File: src/rtl/qsn_sched_pc5_if.sv
// Request/grant and QSN configuration bundle between requesters, scheduler and shift network.
// Master side owns requests; slave side (scheduler) drives grants, selects and completions.
interface qsn_sched_pc5_if #(
    parameter int TAG_W = 4
);
    logic [1:0]       req_valid;
    logic [2:0]       req_shift0;
    logic [2:0]       req_shift1;
    logic [TAG_W-1:0] req_tag0;
    logic [TAG_W-1:0] req_tag1;
    logic [1:0]       req_ready;
    logic             msg_load;
    logic             msg_src;
    logic [2:0]       left_sel;
    logic [2:0]       right_sel;
    logic [3:0]       merge_sel;
    logic             out_valid;
    logic [TAG_W-1:0] out_tag;
    logic             out_src;

    modport master (
        output req_valid, req_shift0, req_shift1, req_tag0, req_tag1,
        input  req_ready, msg_load, msg_src, left_sel, right_sel, merge_sel,
        input  out_valid, out_tag, out_src
    );

    modport slave (
        input  req_valid, req_shift0, req_shift1, req_tag0, req_tag1,
        output req_ready, msg_load, msg_src, left_sel, right_sel, merge_sel,
        output out_valid, out_tag, out_src
    );
endinterface

File: src/rtl/qsn_sched_pc5.sv
// Round-robin scheduler for the shared Pc=5 QSN; grant is combinational, completion 3 cycles after accept.
// No downstream backpressure: one message per cycle sustained; en low only withholds new grants.
module qsn_sched_pc5 #(
    parameter int TAG_W = 4
) (
    input  logic          sys_clk,
    input  logic          rstn,
    input  logic          en,
    input  logic          err_clr,
    output logic          err_shift,
    output logic          err_src,
    qsn_sched_pc5_if.slave bus
);
    logic [1:0]       grant;
    logic             rr;
    logic             accept;
    logic             legal;
    logic             acc_src;
    logic [2:0]       acc_shift;
    logic [TAG_W-1:0] acc_tag;
    logic             load;

    logic             s1_vld;
    logic [2:0]       s1_shift;
    logic [TAG_W-1:0] s1_tag;
    logic             s1_src;
    logic             s2_vld;
    logic [TAG_W-1:0] s2_tag;
    logic             s2_src;

    logic [2:0]       left_q;
    logic [2:0]       right_q;
    logic [3:0]       merge_q;
    logic             out_vld_q;
    logic [TAG_W-1:0] out_tag_q;
    logic             out_src_q;

    // rr only matters on contention; a lone requester is granted directly
    always_comb begin
        grant = 2'b00;
        if (en) begin
            if (&bus.req_valid)
                grant = rr ? 2'b10 : 2'b01;
            else
                grant = bus.req_valid;
        end
    end

    assign acc_src   = grant[1];
    assign accept    = |grant;
    assign acc_shift = acc_src ? bus.req_shift1 : bus.req_shift0;
    assign acc_tag   = acc_src ? bus.req_tag1 : bus.req_tag0;
    assign legal     = (acc_shift <= 3'd4);
    assign load      = accept & legal;

    assign bus.req_ready = grant;
    assign bus.msg_load  = load;
    assign bus.msg_src   = acc_src;
    assign bus.left_sel  = left_q;
    assign bus.right_sel = right_q;
    assign bus.merge_sel = merge_q;
    assign bus.out_valid = out_vld_q;
    assign bus.out_tag   = out_tag_q;
    assign bus.out_src   = out_src_q;

    always_ff @(posedge sys_clk or negedge rstn) begin
        if (!rstn)
            rr <= 1'b0;
        else if (accept)
            rr <= ~acc_src;
    end

    // Stage 1: shifter selects; held when no legal message enters
    always_ff @(posedge sys_clk or negedge rstn) begin
        if (!rstn) begin
            s1_vld   <= 1'b0;
            s1_shift <= 3'd0;
            s1_tag   <= '0;
            s1_src   <= 1'b0;
            left_q   <= 3'd0;
            right_q  <= 3'd0;
        end else begin
            s1_vld <= load;
            if (load) begin
                s1_shift <= acc_shift;
                s1_tag   <= acc_tag;
                s1_src   <= acc_src;
                left_q   <= acc_shift;
                right_q  <= (acc_shift == 3'd0) ? 3'd0 : 3'd5 - acc_shift;
            end
        end
    end

    // Stage 2: merge select, tag/src travelling alongside
    always_ff @(posedge sys_clk or negedge rstn) begin
        if (!rstn) begin
            s2_vld  <= 1'b0;
            s2_tag  <= '0;
            s2_src  <= 1'b0;
            merge_q <= 4'hF;
        end else begin
            s2_vld <= s1_vld;
            if (s1_vld) begin
                s2_tag  <= s1_tag;
                s2_src  <= s1_src;
                merge_q <= 4'hF >> s1_shift;
            end
        end
    end

    always_ff @(posedge sys_clk or negedge rstn) begin
        if (!rstn) begin
            out_vld_q <= 1'b0;
            out_tag_q <= '0;
            out_src_q <= 1'b0;
        end else begin
            out_vld_q <= s2_vld;
            if (s2_vld) begin
                out_tag_q <= s2_tag;
                out_src_q <= s2_src;
            end
        end
    end

    // A fresh illegal shift outranks a simultaneous clear
    always_ff @(posedge sys_clk or negedge rstn) begin
        if (!rstn) begin
            err_shift <= 1'b0;
            err_src   <= 1'b0;
        end else if (accept && !legal) begin
            err_shift <= 1'b1;
            err_src   <= acc_src;
        end else if (err_clr) begin
            err_shift <= 1'b0;
        end
    end
endmodule

File: src/flat_wrapper.sv
// flat-port wrapper written by rule: the top's interface ports become plain ports
module qsn_sched_pc5_flat 
#(
    parameter int TAG_W = 4
)
  (sys_clk, rstn, en, err_clr, err_shift, err_src, bus_req_valid, bus_req_shift0, bus_req_shift1, bus_req_tag0, bus_req_tag1, bus_req_ready, bus_msg_load, bus_msg_src, bus_left_sel, bus_right_sel, bus_merge_sel, bus_out_valid, bus_out_tag, bus_out_src);
  qsn_sched_pc5_if #(.TAG_W(TAG_W)) bus_i ();
  input  logic sys_clk;
  input  logic rstn;
  input  logic en;
  input  logic err_clr;
  output logic err_shift;
  output logic err_src;
  input wire logic [$bits(bus_i.req_valid)-1:0] bus_req_valid;
  input wire logic [$bits(bus_i.req_shift0)-1:0] bus_req_shift0;
  input wire logic [$bits(bus_i.req_shift1)-1:0] bus_req_shift1;
  input wire logic [$bits(bus_i.req_tag0)-1:0] bus_req_tag0;
  input wire logic [$bits(bus_i.req_tag1)-1:0] bus_req_tag1;
  output wire logic [$bits(bus_i.req_ready)-1:0] bus_req_ready;
  output wire logic [$bits(bus_i.msg_load)-1:0] bus_msg_load;
  output wire logic [$bits(bus_i.msg_src)-1:0] bus_msg_src;
  output wire logic [$bits(bus_i.left_sel)-1:0] bus_left_sel;
  output wire logic [$bits(bus_i.right_sel)-1:0] bus_right_sel;
  output wire logic [$bits(bus_i.merge_sel)-1:0] bus_merge_sel;
  output wire logic [$bits(bus_i.out_valid)-1:0] bus_out_valid;
  output wire logic [$bits(bus_i.out_tag)-1:0] bus_out_tag;
  output wire logic [$bits(bus_i.out_src)-1:0] bus_out_src;
  assign bus_i.req_valid = bus_req_valid;
  assign bus_i.req_shift0 = bus_req_shift0;
  assign bus_i.req_shift1 = bus_req_shift1;
  assign bus_i.req_tag0 = bus_req_tag0;
  assign bus_i.req_tag1 = bus_req_tag1;
  assign bus_req_ready = bus_i.req_ready;
  assign bus_msg_load = bus_i.msg_load;
  assign bus_msg_src = bus_i.msg_src;
  assign bus_left_sel = bus_i.left_sel;
  assign bus_right_sel = bus_i.right_sel;
  assign bus_merge_sel = bus_i.merge_sel;
  assign bus_out_valid = bus_i.out_valid;
  assign bus_out_tag = bus_i.out_tag;
  assign bus_out_src = bus_i.out_src;
  qsn_sched_pc5 #(.TAG_W(TAG_W)) u_core (.sys_clk(sys_clk), .rstn(rstn), .en(en), .err_clr(err_clr), .err_shift(err_shift), .err_src(err_src), .bus(bus_i));
endmodule
File: config.mk
export PLATFORM = sky130hd
export DESIGN_NAME = qsn_sched_pc5_flat
export DESIGN_NICKNAME = d
export VERILOG_FILES = /design/src/rtl/qsn_sched_pc5_if.sv /design/src/rtl/qsn_sched_pc5.sv /design/src/flat_wrapper.sv
export SDC_FILE = /design/constraint.sdc
export NUM_CORES = 1
export LEC_CHECK = 0
export CAP_MARGIN = 20
export CORE_MARGIN = 5
export CORE_UTILIZATION = 30
export DETAILED_ROUTE_END_ITERATION = 10
export PLACE_DENSITY_LB_ADDON = 0.05
export SLEW_MARGIN = 20
export SYNTH_ARGS = -nofsm -noshare
export SYNTH_HDL_FRONTEND = slang
export SYNTH_SLANG_ARGS = --single-unit
File: constraint.sdc
create_clock -name sys_clk -period 4.6 [get_ports sys_clk]
set_input_delay 1.15 -clock sys_clk [delete_from_list [all_inputs] [get_ports sys_clk]]
set_output_delay 1.15 -clock sys_clk [all_outputs]
set_load 0.01 [all_outputs]
-- Word level (Yosys, flattened, before mapping)
Index checks and enable logic that the tools add are counted.
- word-level logic and storage cells: 34
- output and inout bits: 22
- input port bits: 20
- bits in registers: 31
- $add $sub $neg: 1
- shift operators: 1
- reduce and logical (&&, ||, !) cells: 6
- bitwise operators: 2
- multiplexer cells: 8
- magnitude comparators: 1
- operators with widths (kind ; count):
    $mux 2 ; 3
    $mux 3 ; 2
    $mux 4 ; 1
    $shr 4x3->4 const A ; 1
    $le 3x3->1 const B ; 1
    $logic_not 3->1 ; 1
    $sub 3x3->3 const A ; 1
    $mux 1 ; 2
    $reduce_and 2->1 ; 1
    $reduce_bool 2->1 ; 1
    $reduce_or 2->1 ; 1
    $and 1x1->1 ; 1
    $logic_and 1x1->1 ; 1
    $logic_not 1->1 ; 1
    $not 1->1 ; 1

-- Logic depth before layout (Yosys ltp)
Gate-level depths: netlist (run 1).
- word-level depth: 8
- mapped depth: 6
- mapped depth without buffers: 5

-- Worst setup path before layout (run 1)
Ideal clock, no wire load.
- path type: in2out
- start point: input en
- end point: output bus_msg_load
- required time: 3.450 ns
- stages on the path: 6
- slack: 1.479 ns
- arrival: 1.971 ns
- path buffers: 1
- cells stage by stage: buf_6 > and2_4 > nand2_8 > inv_8 > o211ai_4 > inv_1
- word-level cells in the longest chain between the ends: 4
- elaborated cells between the ends (all ways): 5
- those cells by class: 1 x order compare; 2 x mux; 1 x bitwise; 1 x reduce/logical
- RTL lines (element ; line ; text):
    start, declared ; flat_wrapper.sv:10 ; input logic en;
    $mux 2 (*) ; qsn_sched_pc5.sv:41 ; if (en) begin
    named net bus_msg_src ; flat_wrapper.sv:21 ; output wire logic [$bits(bus_i.msg_src)-1:0] bus_msg_src;
    $mux 3 ; qsn_sched_pc5.sv:51 ; assign acc_shift = acc_src ? bus.req_shift1 : bus.req_shift0;
    $le 3x3->1 ; qsn_sched_pc5.sv:53 ; assign legal = (acc_shift <= 3'd4);
    $and 1x1->1 (*) ; qsn_sched_pc5.sv:54 ; assign load = accept & legal;
    end, declared ; flat_wrapper.sv:20 ; output wire logic [$bits(bus_i.msg_load)-1:0] bus_msg_load;
Mark *: on every way through the listed nets, which the timed path passes. The rest lies on a longest branch.

-- Worst setup path in the final report (run 1)
- start point: input en
- end point: output bus_msg_load
- word-level cells in the longest chain between the ends: 4
- elaborated cells between the ends (all ways): 5
- those cells by class: 1 x order compare; 2 x mux; 1 x bitwise; 1 x reduce/logical
- RTL lines (element ; line):
    $mux 2 (*) ; qsn_sched_pc5.sv:41
    $mux 3 ; qsn_sched_pc5.sv:51
    $le 3x3->1 ; qsn_sched_pc5.sv:53
    $and 1x1->1 (*) ; qsn_sched_pc5.sv:54
Every way passes the cells marked *; elsewhere a longest branch is shown, timed or not.

==> summary.txt, run 1 <==
Status
  – Outcome: finished clean

Timing
  – Slew headroom: 72.6%
  – Fmax: 0.239 GHz
  – Max-slew violations: 0
  – Worst slew pin tran: 0.410 ns
  – Final setup viols: 0
  – Final period utilization: 90.8%
  – Final hold viol count: 0
  – Setup TNS: 0 ns
  – Clk_skew: 0.00642 ns
  – Post-layout minimum cycle time: 4.18 ns
  – RSZ-0062 raised after global routing: false

Floorplan
  – IO Pins: 42
  – Die Span Y: 80.2 µm
  – Initial Util: 31.1%
  – FP Rows: 25
  – CORE AREA: 4750 µm²
  – Die area: 6430 µm²
  – Die X: 80.2 µm

Worst setup path
  – Slowest stage cell, crit path: clkdlybuf4s50_1
  – CP max stage delay: 0.55 ns
  – Reg-to-Reg End: u_core.s1_shift[0]$_DFFE_PN0P_
  – Crit path max fanout: 10
  – Cells along the critical path: clkdlybuf4s50_1 -> and2_4 -> nand2_8 -> inv_8 -> o211ai_4 -> inv_1 -> clkdlybuf4s50_1
  – CP endpoint kind: output port
  – Worst EP required: 3.45 ns
  – Register-to-Register Path Depth: 5
  – Startpoint types: input pin
  – Most frequent CP cell: clkdlybuf4s50_1
  – Reg2reg start: u_core.rr$_DFFE_PN0P_
  – Worst setup path startpoint: en
  – Crit Path Class: input pin to output port
  – Critical path arrival: 3.03 ns
  – Flop-to-flop setup slack: 3.19 ns
  – Worst setup path endpoint: bus_msg_load

Logic synthesis
  – Top-count cell post-synth: dfrtp_1
  – Count of cell types in the netlist: 38
  – Mapped Area: 1480 µm²
  – Seq/Total Area, Yosys: 52.8%
  – Post-synth top flop: dfrtp_1
  – Post-synth top cells: dfrtp_1, mux2_2, nor2_1, inv_1, nor3_1
  – Number of synthesized flops with an enable pin: 0
  – FFs w/ async S/R, synth: 100%
  – Syn_area_per_cell: 11.6 µm²
  – Leading post-synthesis cells by cell area: dfrtp_1, mux2_2, dfstp_2
  – Yosys top cell by area: dfrtp_1
  – Synthesized flop and latch total: 31
  – Synthesis Warnings: 0
  – Syn Inst Count: 127
  – Share of the synthesized area in the top cell type: 45.7%
  – Syn_nets: 147

Route
  – Routed length on met3: 115 µm
  – Wl on met1: 1.48 mm
  – Via count: 1128
  – Starting DRT DRC Count: 16
  – Wire length per cell: 13.9 µm
  – Antenna viol nets, final: 0
  – Routed met2 length: 1.67 mm
  – Top Layer Used: met4
  – Post-Route WL: 3.36 mm
  – Number of remaining DRC errors: 0
  – DR vias/cell: 4.66
  – Initial DRT Pass Iterations: 4

Clock tree
  – Clock-pin slew on the worst setup and hold paths: 0.07 ns
  – Latest clock arrival within the worst-skew pair: 0.28 ns
  – CTS tree: done
  – H-Tree Depth: 2
  – Post-CTS resize count: 0
  – Post CTS Setup Buffer Count: 0
  – Maximum clock path buffer count: 2
  – Sink Count: 31
  – Root Buffer: clkbuf_8
  – CTS Hold Buffers Added: 0
  – CTS Buf Count: 5

Global routing
  – First-pass GRT wire length: 5.45 mm
  – Gr usage total: 11.3%
  – Initial antenna violation count: 0
  – Largest net degree at the start of global routing: 32
  – Number of global-route vias before repair: 1184
  – Remaining Overflow, GRT: 0

Worst hold path
  – Hold Crit Class: flop to flop

Placed design
  – Port bufs: 41
  – DP HPWL: 2.61 mm
  – Routability cong.: 0.844

Power and ir drop
  – Leak: 0.860 nW
  – Overall power: 949 µW
  – Pwr per Cell Area: 456 nW/µm²
  – Peak VDD IR: 169 µV

Final layout
  – Layout cell share with drive strength beyond 1: 21.1%
  – # nets final: 194
  – Ant diodes: 0
  – Area Overhead vs Synth: 40.9%

Flow run
  – Max-cap violations: 0
-- cell families (layout without fill, tap and decap cells) --
logic type | after synthesis | in the layout | share of synthesized area [%]
mux | 14 | 14 | 10.6
flops | 31 | 31 | 52.8
simple gates | 37 | 37 | 14.4
xor+xnor | 2 | 2 | 1.19
compound gates | 30 | 30 | 16.4
buf+inv | 13 | 61 | 4.57
-- flip-flops by register name, indices dropped and copies added (netlist names) --
name                  cells
u_core.bus.merge_sel      4
u_core.bus.out_tag        4
u_core.s1_tag             4
u_core.s2_tag             4
u_core.bus.right_sel      3
u_core.s1_shift           3
u_core.bus.out_src        1
u_core.bus.out_valid      1
u_core.err_shift          1
u_core.err_src            1
u_core.rr                 1
u_core.s1_src             1
u_core.s1_vld             1
u_core.s2_src             1
u_core.s2_vld             1
-- metal layers --
layer	track usage, %	up-vias
li1	-	551
met1	12.9	539
met2	18.8	29
met3	2.80	9
met4	7.09	0
met5	0	-
-- worst min-delay path by stage --
stage / slack (ns) / cells after the start / to / start
after floorplan: 0.35 / 0 / u_core.s2_vld$_DFF_PN0_ / u_core.s1_vld$_DFF_PN0_
after global placement: 0.46 / 2 / u_core.bus.merge_sel[0]$_DFFE_PN1P_ / u_core.bus.merge_sel[0]$_DFFE_PN1P_
after detailed placement: 0.47 / 2 / u_core.bus.merge_sel[0]$_DFFE_PN1P_ / u_core.bus.merge_sel[0]$_DFFE_PN1P_
after CTS: 0.48 / 2 / u_core.bus.merge_sel[0]$_DFFE_PN1P_ / u_core.bus.merge_sel[0]$_DFFE_PN1P_
after global routing: 0.51 / 2 / u_core.bus.merge_sel[0]$_DFFE_PN1P_ / u_core.bus.merge_sel[0]$_DFFE_PN1P_
final: 0.47 / 2 / u_core.bus.merge_sel[0]$_DFFE_PN1P_ / u_core.bus.merge_sel[0]$_DFFE_PN1P_
-- cells in the final DEF, fill, tap and decap left out, types with 2 or more instances in the layout --
| cell | n |
|---|---|
| o21ai_0 | 3 |
| inv_1 | 9 |
| o21a_1 | 2 |
| clkdlybuf4s50_1 | 41 |
| nand2_1 | 3 |
| a21oi_1 | 6 |
| nor2_1 | 12 |
| a31oi_1 | 2 |
| dfrtp_1 | 27 |
| buf_4 | 2 |
| and3_1 | 2 |
| clkbuf_8 | 6 |
| nor3_1 | 7 |
| nor2b_1 | 4 |
| nand3_1 | 2 |
| o31ai_1 | 2 |
| o21ai_1 | 3 |
| dfstp_2 | 4 |
| a221oi_2 | 4 |
| a22o_1 | 2 |
| mux2_2 | 13 |
-- critical path: cells and delay by family --
kind / cells / cell delay, ns
AOI/OAI and AO/OA: 1 / 0.29
buffers and inverters: 4 / 1.21
and+or+nand+nor: 2 / 0.38
-- final cells by class --
type	count	area, µm²
tap	67	83.8
multi-input combinational	83	629
clock inverter	2	35.0
clock buffer	6	82.6
inverter	10	45.0
timing repair buffer	43	425
sequential	31	781
fill	472	2670
-- power breakdown --
| group | internal [mW] | leakage [nW] | switching, mW |
|---|---|---|---|
| logic | 0.167 | 0.435 | 0.106 |
| registers | 0.355 | 0.364 | 0.0444 |
| clock network | 0.175 | 0.0612 | 0.101 |
| total | 0.697 | 0.860 | 0.252 |
-- through the flow --
stage	utilization [%]	hold slack, ns	area (µm²)	cells	setup WS [ns]
floorplan	-	0.352	1480	127	1.48
global placement	41.3	0.455	1960	234	0.459
detailed placement	41.3	0.468	1960	234	0.427
CTS	43.8	0.481	2080	242	0.428
global route	43.8	0.514	2080	242	0.318
finish	43.8	0.473	2080	242	0.423
No activity file was read; power rests on OpenSTA's default activity.
==> inputs of run 2 (changes only) <==
--- a/config.mk
+++ b/config.mk
@@ -14,3 +14,4 @@
 export SYNTH_ARGS = -nofsm -noshare
 export SYNTH_HDL_FRONTEND = slang
 export SYNTH_SLANG_ARGS = --single-unit
+export TNS_END_PERCENT = 30
==> results of run 2 <==
No change in the layout: final DEF, timing and power equal those of run 1.
